===== src/rtl/alu_pkg.sv =====
// Shared definitions for the execute-stage issue controller.
// Optional feature macro: ALU_MULDIV_EN (enables MUL and DIV opcodes).
package alu_pkg;

    localparam int DATA_W = 16;

    // Instruction opcodes
    localparam logic [3:0] OP_ADD = 4'b0000;
    localparam logic [3:0] OP_SUB = 4'b0001;
    localparam logic [3:0] OP_AND = 4'b0010;
    localparam logic [3:0] OP_OR  = 4'b0011;
    localparam logic [3:0] OP_MUL = 4'b0100;
    localparam logic [3:0] OP_DIV = 4'b0101;
    localparam logic [3:0] OP_LDI = 4'b1000;

    // ALUControl encodings
    localparam logic [2:0] ALU_ADD = 3'b000;
    localparam logic [2:0] ALU_SUB = 3'b001;
    localparam logic [2:0] ALU_AND = 3'b010;
    localparam logic [2:0] ALU_OR  = 3'b011;
    localparam logic [2:0] ALU_MUL = 3'b100;
    localparam logic [2:0] ALU_DIV = 3'b101;

    // Instruction field positions
    localparam int OP_MSB  = 15;
    localparam int OP_LSB  = 12;
    localparam int RD_MSB  = 11;
    localparam int RD_LSB  = 8;
    localparam int RS1_MSB = 7;
    localparam int RS1_LSB = 4;
    localparam int RS2_MSB = 3;
    localparam int RS2_LSB = 0;
    localparam int IMM_MSB = 7;
    localparam int IMM_LSB = 0;

    typedef enum logic [1:0] {
        S_IDLE,
        S_DEC,
        S_EXEC,
        S_WB
    } state_t;

    typedef struct packed {
        logic       legal;  // opcode may execute
        logic       ldi;    // immediate load, bypasses the ALU
        logic [2:0] ctrl;   // ALUControl for ALU opcodes
    } dec_t;

    // Classify an opcode; anything not listed here is illegal.
    function automatic dec_t decode_op(input logic [3:0] op);
        dec_t d;
        d = '0;
        case (op)
            OP_ADD: begin d.legal = 1'b1; d.ctrl = ALU_ADD; end
            OP_SUB: begin d.legal = 1'b1; d.ctrl = ALU_SUB; end
            OP_AND: begin d.legal = 1'b1; d.ctrl = ALU_AND; end
            OP_OR:  begin d.legal = 1'b1; d.ctrl = ALU_OR;  end
`ifdef ALU_MULDIV_EN
            OP_MUL: begin d.legal = 1'b1; d.ctrl = ALU_MUL; end
            OP_DIV: begin d.legal = 1'b1; d.ctrl = ALU_DIV; end
`endif
            OP_LDI: begin d.legal = 1'b1; d.ldi = 1'b1; end
            default: d = '0;
        endcase
        return d;
    endfunction

endpackage


===== src/rtl/alu_regfile.sv =====
// Register file: one synchronous write port, two combinational operand
// read ports and a combinational debug read port, cleared on reset.
module alu_regfile #(
    parameter int DATA_W = 16,
    parameter int NREG   = 16,
    parameter int AW     = $clog2(NREG)
) (
    input  logic              clk,
    input  logic              rst,
    input  logic              we,
    input  logic [AW-1:0]     waddr,
    input  logic [DATA_W-1:0] wdata,
    input  logic [AW-1:0]     raddr1,
    output logic [DATA_W-1:0] rdata1,
    input  logic [AW-1:0]     raddr2,
    output logic [DATA_W-1:0] rdata2,
    input  logic [AW-1:0]     dbg_addr,
    output logic [DATA_W-1:0] dbg_data
);

    logic [DATA_W-1:0] rf [NREG];

    // Clear every entry on reset, otherwise perform the single write
    always_ff @(posedge clk or posedge rst) begin
        if (rst) begin
            for (int i = 0; i < NREG; i++) begin
                rf[i] <= '0;
            end
        end else if (we) begin
            rf[waddr] <= wdata;
        end
    end

    assign rdata1   = rf[raddr1];
    assign rdata2   = rf[raddr2];
    assign dbg_data = rf[dbg_addr];

endmodule


===== src/rtl/alu_issue_ctrl.sv =====
// Execute-stage sequencer: accepts one instruction at a time, reads
// operands, drives the external ALU and writes the result back.
// Optional feature macro: ALU_MULDIV_EN (MUL/DIV legal when defined).
module alu_issue_ctrl #(
    parameter int DATA_W = 16,
    parameter int NREG   = 16
) (
    input  logic              clk,
    input  logic              rst,
    input  logic              instr_valid,
    output logic              instr_ready,
    input  logic [15:0]       instr,
    output logic [DATA_W-1:0] alu_a,
    output logic [DATA_W-1:0] alu_b,
    output logic [2:0]        alu_ctrl,
    input  logic [DATA_W-1:0] alu_result,
    output logic              done,
    output logic              err,
    input  logic [3:0]        dbg_addr,
    output logic [DATA_W-1:0] dbg_data
);
    import alu_pkg::*;

    state_t            state;
    logic [15:0]       instr_q;
    logic [DATA_W-1:0] res_q;
    logic              fault;

    dec_t              dec;
    logic [DATA_W-1:0] rs1_data;
    logic [DATA_W-1:0] rs2_data;
    logic              rf_we;
    logic [DATA_W-1:0] wb_data;

    assign dec         = decode_op(instr_q[OP_MSB:OP_LSB]);
    assign instr_ready = (state == S_IDLE);

    // Only a non-faulted instruction in WB touches the register file
    assign rf_we   = (state == S_WB) && !fault;
    assign wb_data = dec.ldi ? {{(DATA_W-8){1'b0}}, instr_q[IMM_MSB:IMM_LSB]} : res_q;

    alu_regfile #(
        .DATA_W (DATA_W),
        .NREG   (NREG)
    ) u_regfile (
        .clk      (clk),
        .rst      (rst),
        .we       (rf_we),
        .waddr    (instr_q[RD_MSB:RD_LSB]),
        .wdata    (wb_data),
        .raddr1   (instr_q[RS1_MSB:RS1_LSB]),
        .rdata1   (rs1_data),
        .raddr2   (instr_q[RS2_MSB:RS2_LSB]),
        .rdata2   (rs2_data),
        .dbg_addr (dbg_addr),
        .dbg_data (dbg_data)
    );

    // Instruction sequencer with registered ALU drive and retire pulses
    always_ff @(posedge clk or posedge rst) begin
        if (rst) begin
            state    <= S_IDLE;
            instr_q  <= '0;
            alu_a    <= '0;
            alu_b    <= '0;
            alu_ctrl <= '0;
            res_q    <= '0;
            fault    <= 1'b0;
            done     <= 1'b0;
            err      <= 1'b0;
        end else begin
            done <= 1'b0;
            err  <= 1'b0;
            case (state)
                S_IDLE: begin
                    if (instr_valid) begin
                        instr_q <= instr;
                        fault   <= 1'b0;
                        state   <= S_DEC;
                    end
                end
                S_DEC: begin
                    if (dec.ldi) begin
                        state <= S_WB;
                    end else if (!dec.legal) begin
                        fault <= 1'b1;
                        state <= S_WB;
                    end else if ((dec.ctrl == ALU_DIV) && (rs2_data == '0)) begin
                        // Divide by zero faults before the ALU ever sees a 0 divisor
                        fault <= 1'b1;
                        state <= S_WB;
                    end else begin
                        alu_a    <= rs1_data;
                        alu_b    <= rs2_data;
                        alu_ctrl <= dec.ctrl;
                        state    <= S_EXEC;
                    end
                end
                S_EXEC: begin
                    res_q <= alu_result;
                    state <= S_WB;
                end
                S_WB: begin
                    done  <= 1'b1;
                    err   <= fault;
                    state <= S_IDLE;
                end
                default: state <= S_IDLE;
            endcase
        end
    end

endmodule


===== config.mk =====
export PLATFORM = sky130hd
export DESIGN_NAME = alu_issue_ctrl
export DESIGN_NICKNAME = d
export VERILOG_FILES = /design/src/rtl/alu_pkg.sv /design/src/rtl/alu_regfile.sv /design/src/rtl/alu_issue_ctrl.sv
export SDC_FILE = /design/constraint.sdc
export NUM_CORES = 1
export LEC_CHECK = 0
export BUFFER_PORTS_ARGS = -buffer_cell sky130_fd_sc_hd__buf_4
export CORE_ASPECT_RATIO = 2
export CORE_UTILIZATION = 60
export CTS_BUF_LIST = sky130_fd_sc_hd__clkbuf_4
export DETAILED_ROUTE_END_ITERATION = 6
export PLACE_DENSITY = 0.78
export RECOVER_POWER = 25
export SLEW_MARGIN = 40
export SYNTH_ARGS = -nofsm -noshare
export SYNTH_HDL_FRONTEND = slang
export SYNTH_HIERARCHICAL = 1
export SYNTH_SLANG_ARGS = --single-unit
export TNS_END_PERCENT = 100

===== constraint.sdc =====
create_clock -name clk -period 14.7 [get_ports clk]
set_input_delay 1.47 -clock clk [delete_from_list [all_inputs] [get_ports clk]]
set_output_delay 1.47 -clock clk [all_outputs]
set_load 0.02 [all_outputs]

# == After elaboration in Yosys (flattened, before gate mapping) ==
# Index checks and enable logic that the tools add are counted.
# totals
elab_cells,87
reg_bits,328
inputBits,39
output_inout_bits,54
# op_classes
reduce_logical,12
n_mux,28
n_bitwise,6
order_cmp,5
n_eq_ne,11
# ops
cell,n
$bwmux 256,1
$bmux 16 s4,3
$mux 16,8
$demux 16 s4,1
$ge 5x5->1 const B,4
$not 4->5,4
$logic_not 16->1,1
$mux 1,11
$eq 4x2->1 const B,2
$pmux 2 s4,1
$reduce_and 4->1,2
$pmux 2 s3,1
$lt 5x1->1 const B,1
$reduce_or 5->1,1
$eq 2x2->1 const B,2
$eq 4x1->1 const B,1
$eq 4x4->1 const B,1
$logic_not 4->1,1
$ne 2x2->1 const B,2
$eq 3x3->1 const B,1
$logic_and 1x1->1,3
$ne 3x3->1 const B,1
$eq 2x1->1 const B,1
$logic_not 2->1,1
other kinds (6),7

# == Longest topological paths before layout ==
# logic_depth
depth_word,10
depth_mapped,7
depth_no_buf,5

# == By module ==
# The synthesis kept the hierarchy.
# by_module_without_submodules
mod,area_each_um2,seq_area_each_um2,cells_each,n_inst
alu_regfile,15230.9,6406.1,986,1
alu_issue_ctrl,2900.3,1776.7,187,1

# == Worst setup path after synthesis ==
# Ideal clock, no wire load.
# synth_timing
kind,input -> output
from,input port dbg_addr[0]
to,output port dbg_data[0]
path_buffers,2
t_required_ns,13.230
stages,5
arrival_time_ns,2.863
setup_slack_ns,10.367
cell_sequence,buf_2 buf_2 mux4_2 a22oi_1 nand2_1
# synth_between
elab_chain_cells,4
# synth_rtl
item,line,source
start: declaration,alu_issue_ctrl.sv:19,"input logic [3:0] dbg_addr,"
$not 4->5 (implied by the code),alu_regfile.sv:36,assign dbg_data = rf[dbg_addr];
$bmux 16 s4,alu_regfile.sv:36,
$mux 16 (implied by the code) (2 in a row),alu_regfile.sv:36,
end: declaration,alu_issue_ctrl.sv:20,output logic [DATA_W-1:0] dbg_data
# Every way passes these cells. The select of a mux whose other input is x is not followed.

==> key figures <==
Power and ir drop
  • Internal power: 2.75 mW
  • Leak: 8.96 nW
  • Sequential power share: 0.380
  • Switch share: 0.384
  • Reported net switching power: 1.71 mW
  • Worst VDD drop: 157 uV
  • Fraction of power consumed by the clock network: 0.168
  • Comb pwr share: 0.451
  • Power Density: 222 nW/um^2

STA
  • Clock skew: 0.0251 ns
  • Final setup viols: 0
  • Slew margin rel.: -3.32
  • Final Hold Viols: 0
  • Setup WS post-layout: 8.77 ns
  • Unrepaired setup endpoints after global routing: no
  • Final Max Slew Viols: 214
  • Part of the cycle the worst path needs: 0.403
  • Total negative slack: 0 ns
  • Max Clk Rate: 0.169 GHz
  • Worst-margin pin slew: 6.44 ns
  • Minimum clock period: 5.93 ns

Logic synthesis
  • Share of the synthesized area in the top cell type: 0.451
  • Number of synthesized flops with an enable pin: 0
  • Synth area leaders: dfrtp_1 45%, mux4_2 24%, mux2_2 19%
  • Syn nets: 1,216
  • Cell taking the most area after synthesis: dfrtp_1
  • Unique masters post-synth: 32
  • Synthesized netlist cell count: 1,173
  • Yosys reg bits: 327
  • Mean Syn Cell Area: 15.5 um^2
  • Seq/Total Area, Yosys: 0.451
  • Synth async-reset ratio: 1.00
  • Yosys warns: 6
  • Cell Area, Synth: 18,100 um^2
  • Post-synth top flop: dfrtp_1

Worst setup path
  • CP max-delay cell: clkinvlp_2
  • WP buf/inv: 4
  • Required @ worst endpoint: 15.50 ns
  • CP Class: in2async
  • Max stage delay on crit path: 3.51 ns
  • Crit-path cells: clkbuf_1 > clkinvlp_2 > buf_6 > buf_4
  • CP arrival: 6.73 ns
  • Largest fanout on the critical path: 141
  • Worst setup SP type: primary input
  • Critical Path End Type: asynchronous set/reset pin
  • Crit path max-delay family: buffers and inverters

GRT
  • Largest net degree at the start of global routing: 142
  • Global-route wire length before repair: 76,800 um
  • Vias in the first global route: 12,900
  • Overflow after GRT: 0
  • Initial antenna violation count: 2
  • GR Util All Layers: 0.341

Outcome
  • Failing checks: DRC, capacitance limit, slew limit
  • Outcome: finished, violations left

Final layout
  • Fin nets: 1,309
  • Layout cells sized above 1: 0.593
  • Fin area: 20,100 um^2
  • Fin util: 0.678
  • Layout area overhead: 10.8%
  • Fillcell total: 2,070

Place
  • Port-buffer cells: 91
  • Post-DP HPWL: 29,700 um
  • Placed Area: 19,100 um^2
  • Setup WS pre-CTS: 9.58 ns
  • Routability cong.: 0.805

Worst hold path
  • Hold WC Path Type: reg2reg

Clocking
  • CTS tree: yes
  • Clock transition at the registers of the reported paths: 0.07 ns
  • Clock buffer count from CTS: 75
  • Setup bufs post-CTS: 0
  • Cts hold-fix bufs: 0
  • Clock tree buffer depth: 3
  • Worst skew pair latency: 0.77 ns
  • CTS H-tree lvls: 3
  • CTS Root Cell: clkbuf_4
  • Post-CTS resize count: 0
  • CTS sink count: 327

Drt
  • DR vias: 12,200
  • Routed Antenna Nets: 0
  • Drt drc: 12
  • Iteration-0 DRC Markers: 1,407
  • Drt pass-1 iters: 7
  • WL/cell: 29.6 um
  • Vias/cell: 7.20
  • Routed WL: 50,000 um

Job
  • Max Cap Viol: 2

Floorplanning
  • Rows: 89
  • Die area: 31,000 um^2
  • Starting Density: 0.612
  • Die Height: 248 um
  • Num ports: 93
  • Core box area: 29,600 um^2
  • Die Span X: 125 um
sequential cells by signal, summed over array words and instances, names as in the netlist:
| register | cells |
|---|---|
| alu_a | 16 |
| alu_b | 16 |
| alu_ctrl | 2 |
| done | 1 |
| err | 1 |
| fault | 1 |
| instr_q | 16 |
| res_q | 16 |
| state | 2 |
| u_regfile/rf | 256 |
Yosys cell counts (4+ instances only):
master    number
a22oi_1       96
mux2_4        10
mux2_2       305
nand2b_1       6
buf_1          4
and2_1         4
nor2_1        11
mux4_2       192
inv_1          6
buf_4          7
nand2_1       52
nor2b_1       16
mux2_1        15
dfrtp_1      327
buf_2         62
clkbuf_1      34
ha_1           4
cell usage in the layout, fill, tap and decap left out, types with 2 or more instances in the layout:
master	Yosys	routed
nand2_1	52	51
mux4_2	192	192
buf_4	7	118
a21oi_1	2	2
clkinv_1	0	17
a22oi_1	96	96
inv_2	0	3
clkbuf_4	0	109
mux2_4	10	10
clkinvlp_2	0	2
nor2_2	3	6
dfrtp_1	327	323
or3_1	2	2
nand3b_1	2	2
inv_1	6	4
ha_1	4	3
clkbuf_1	34	2
and2_1	4	2
o21ai_0	2	2
nor2_1	11	5
nor2b_2	0	14
dfrtp_4	0	3
bufinv_16	0	2
mux2_2	305	305
buf_6	2	4
nor2_4	1	4
clkinv_2	0	5
mux2_1	15	15
nand2b_1	6	6
cell families (layout without fill, tap and decap cells):
logic type | after synthesis | after routing | share of synthesized area
mux | 522 | 522 | 0.446
other cells | 1 | 2 | 0.000207
buf+inv | 115 | 267 | 0.0304
flops | 327 | 327 | 0.451
compound gates | 102 | 102 | 0.0416
fa+ha+maj | 4 | 4 | 0.00276
simple gates | 102 | 102 | 0.0282
final timing paths:
path,from,to,slack (ns),cells after the start
hold / removal,alu_b[14],alu_b[14],0.49,1
setup / recovery,rst,u_regfile/rf[153],8.77,4
hold reg to reg,alu_b[14],alu_b[14],0.49,1
max in group clk,dbg_addr[1],dbg_data[4],9.54,6
setup reg to reg,instr_q[5],alu_a[4],11.77,5
min in group asynchronous,rst,alu_a[0],2.35,3
worst register-to-register path, stage by stage (launching register included):
cell and delay (ns):
dfrtp_2 0.71, buf_4 0.76, mux4_2 0.59, a22oi_1 0.25, nand2_1 0.20, mux2_2 0.31
through the flow:
| stage | std cells | power, mW | hold slack (ns) |
|---|---|---|---|
| floorplan | 1173 | 3.09 | 0.473 |
| global placement | 1552 | 3.61 | 0.469 |
| detailed placement | 1553 | 3.69 | 0.477 |
| CTS | 1689 | 4.45 | 0.493 |
| global route | 1690 | 4.68 | 0.507 |
| finish | 1690 | 4.46 | 0.485 |
routing by layer:
layer / track usage / vias up / wire, um
met5: 0 / - / 13
met4: 0.213 / 2 / 2990
met3: 0.0642 / 163 / 3820
met2: 0.567 / 714 / 25400
met1: 0.417 / 6448 / 17800
li1: - / 4833 / -
power groups by stage:
stage | logic (mW) | registers (mW) | clock network, mW
after global placement | 1.94 | 1.67 | 0
after detailed placement | 1.99 | 1.70 | 0
after floorplan | 1.55 | 1.54 | 0
after global routing | 2.12 | 1.75 | 0.807
after CTS | 2.00 | 1.68 | 0.768
final | 2.01 | 1.70 | 0.750
area by class of cell:
cell class | count | area (um^2) | share of cell area
tap | 364 | 455 | 0.0227
antenna | 1 | 2.50 | 0.000125
inverter | 6 | 25.0 | 0.00125
timing repair buffer | 125 | 953 | 0.0475
clock inverter | 27 | 160 | 0.00797
multi-input combinational | 731 | 9480 | 0.472
clock buffer | 109 | 818 | 0.0407
sequential | 327 | 8200 | 0.408
(Power assumes the default switching activity.)
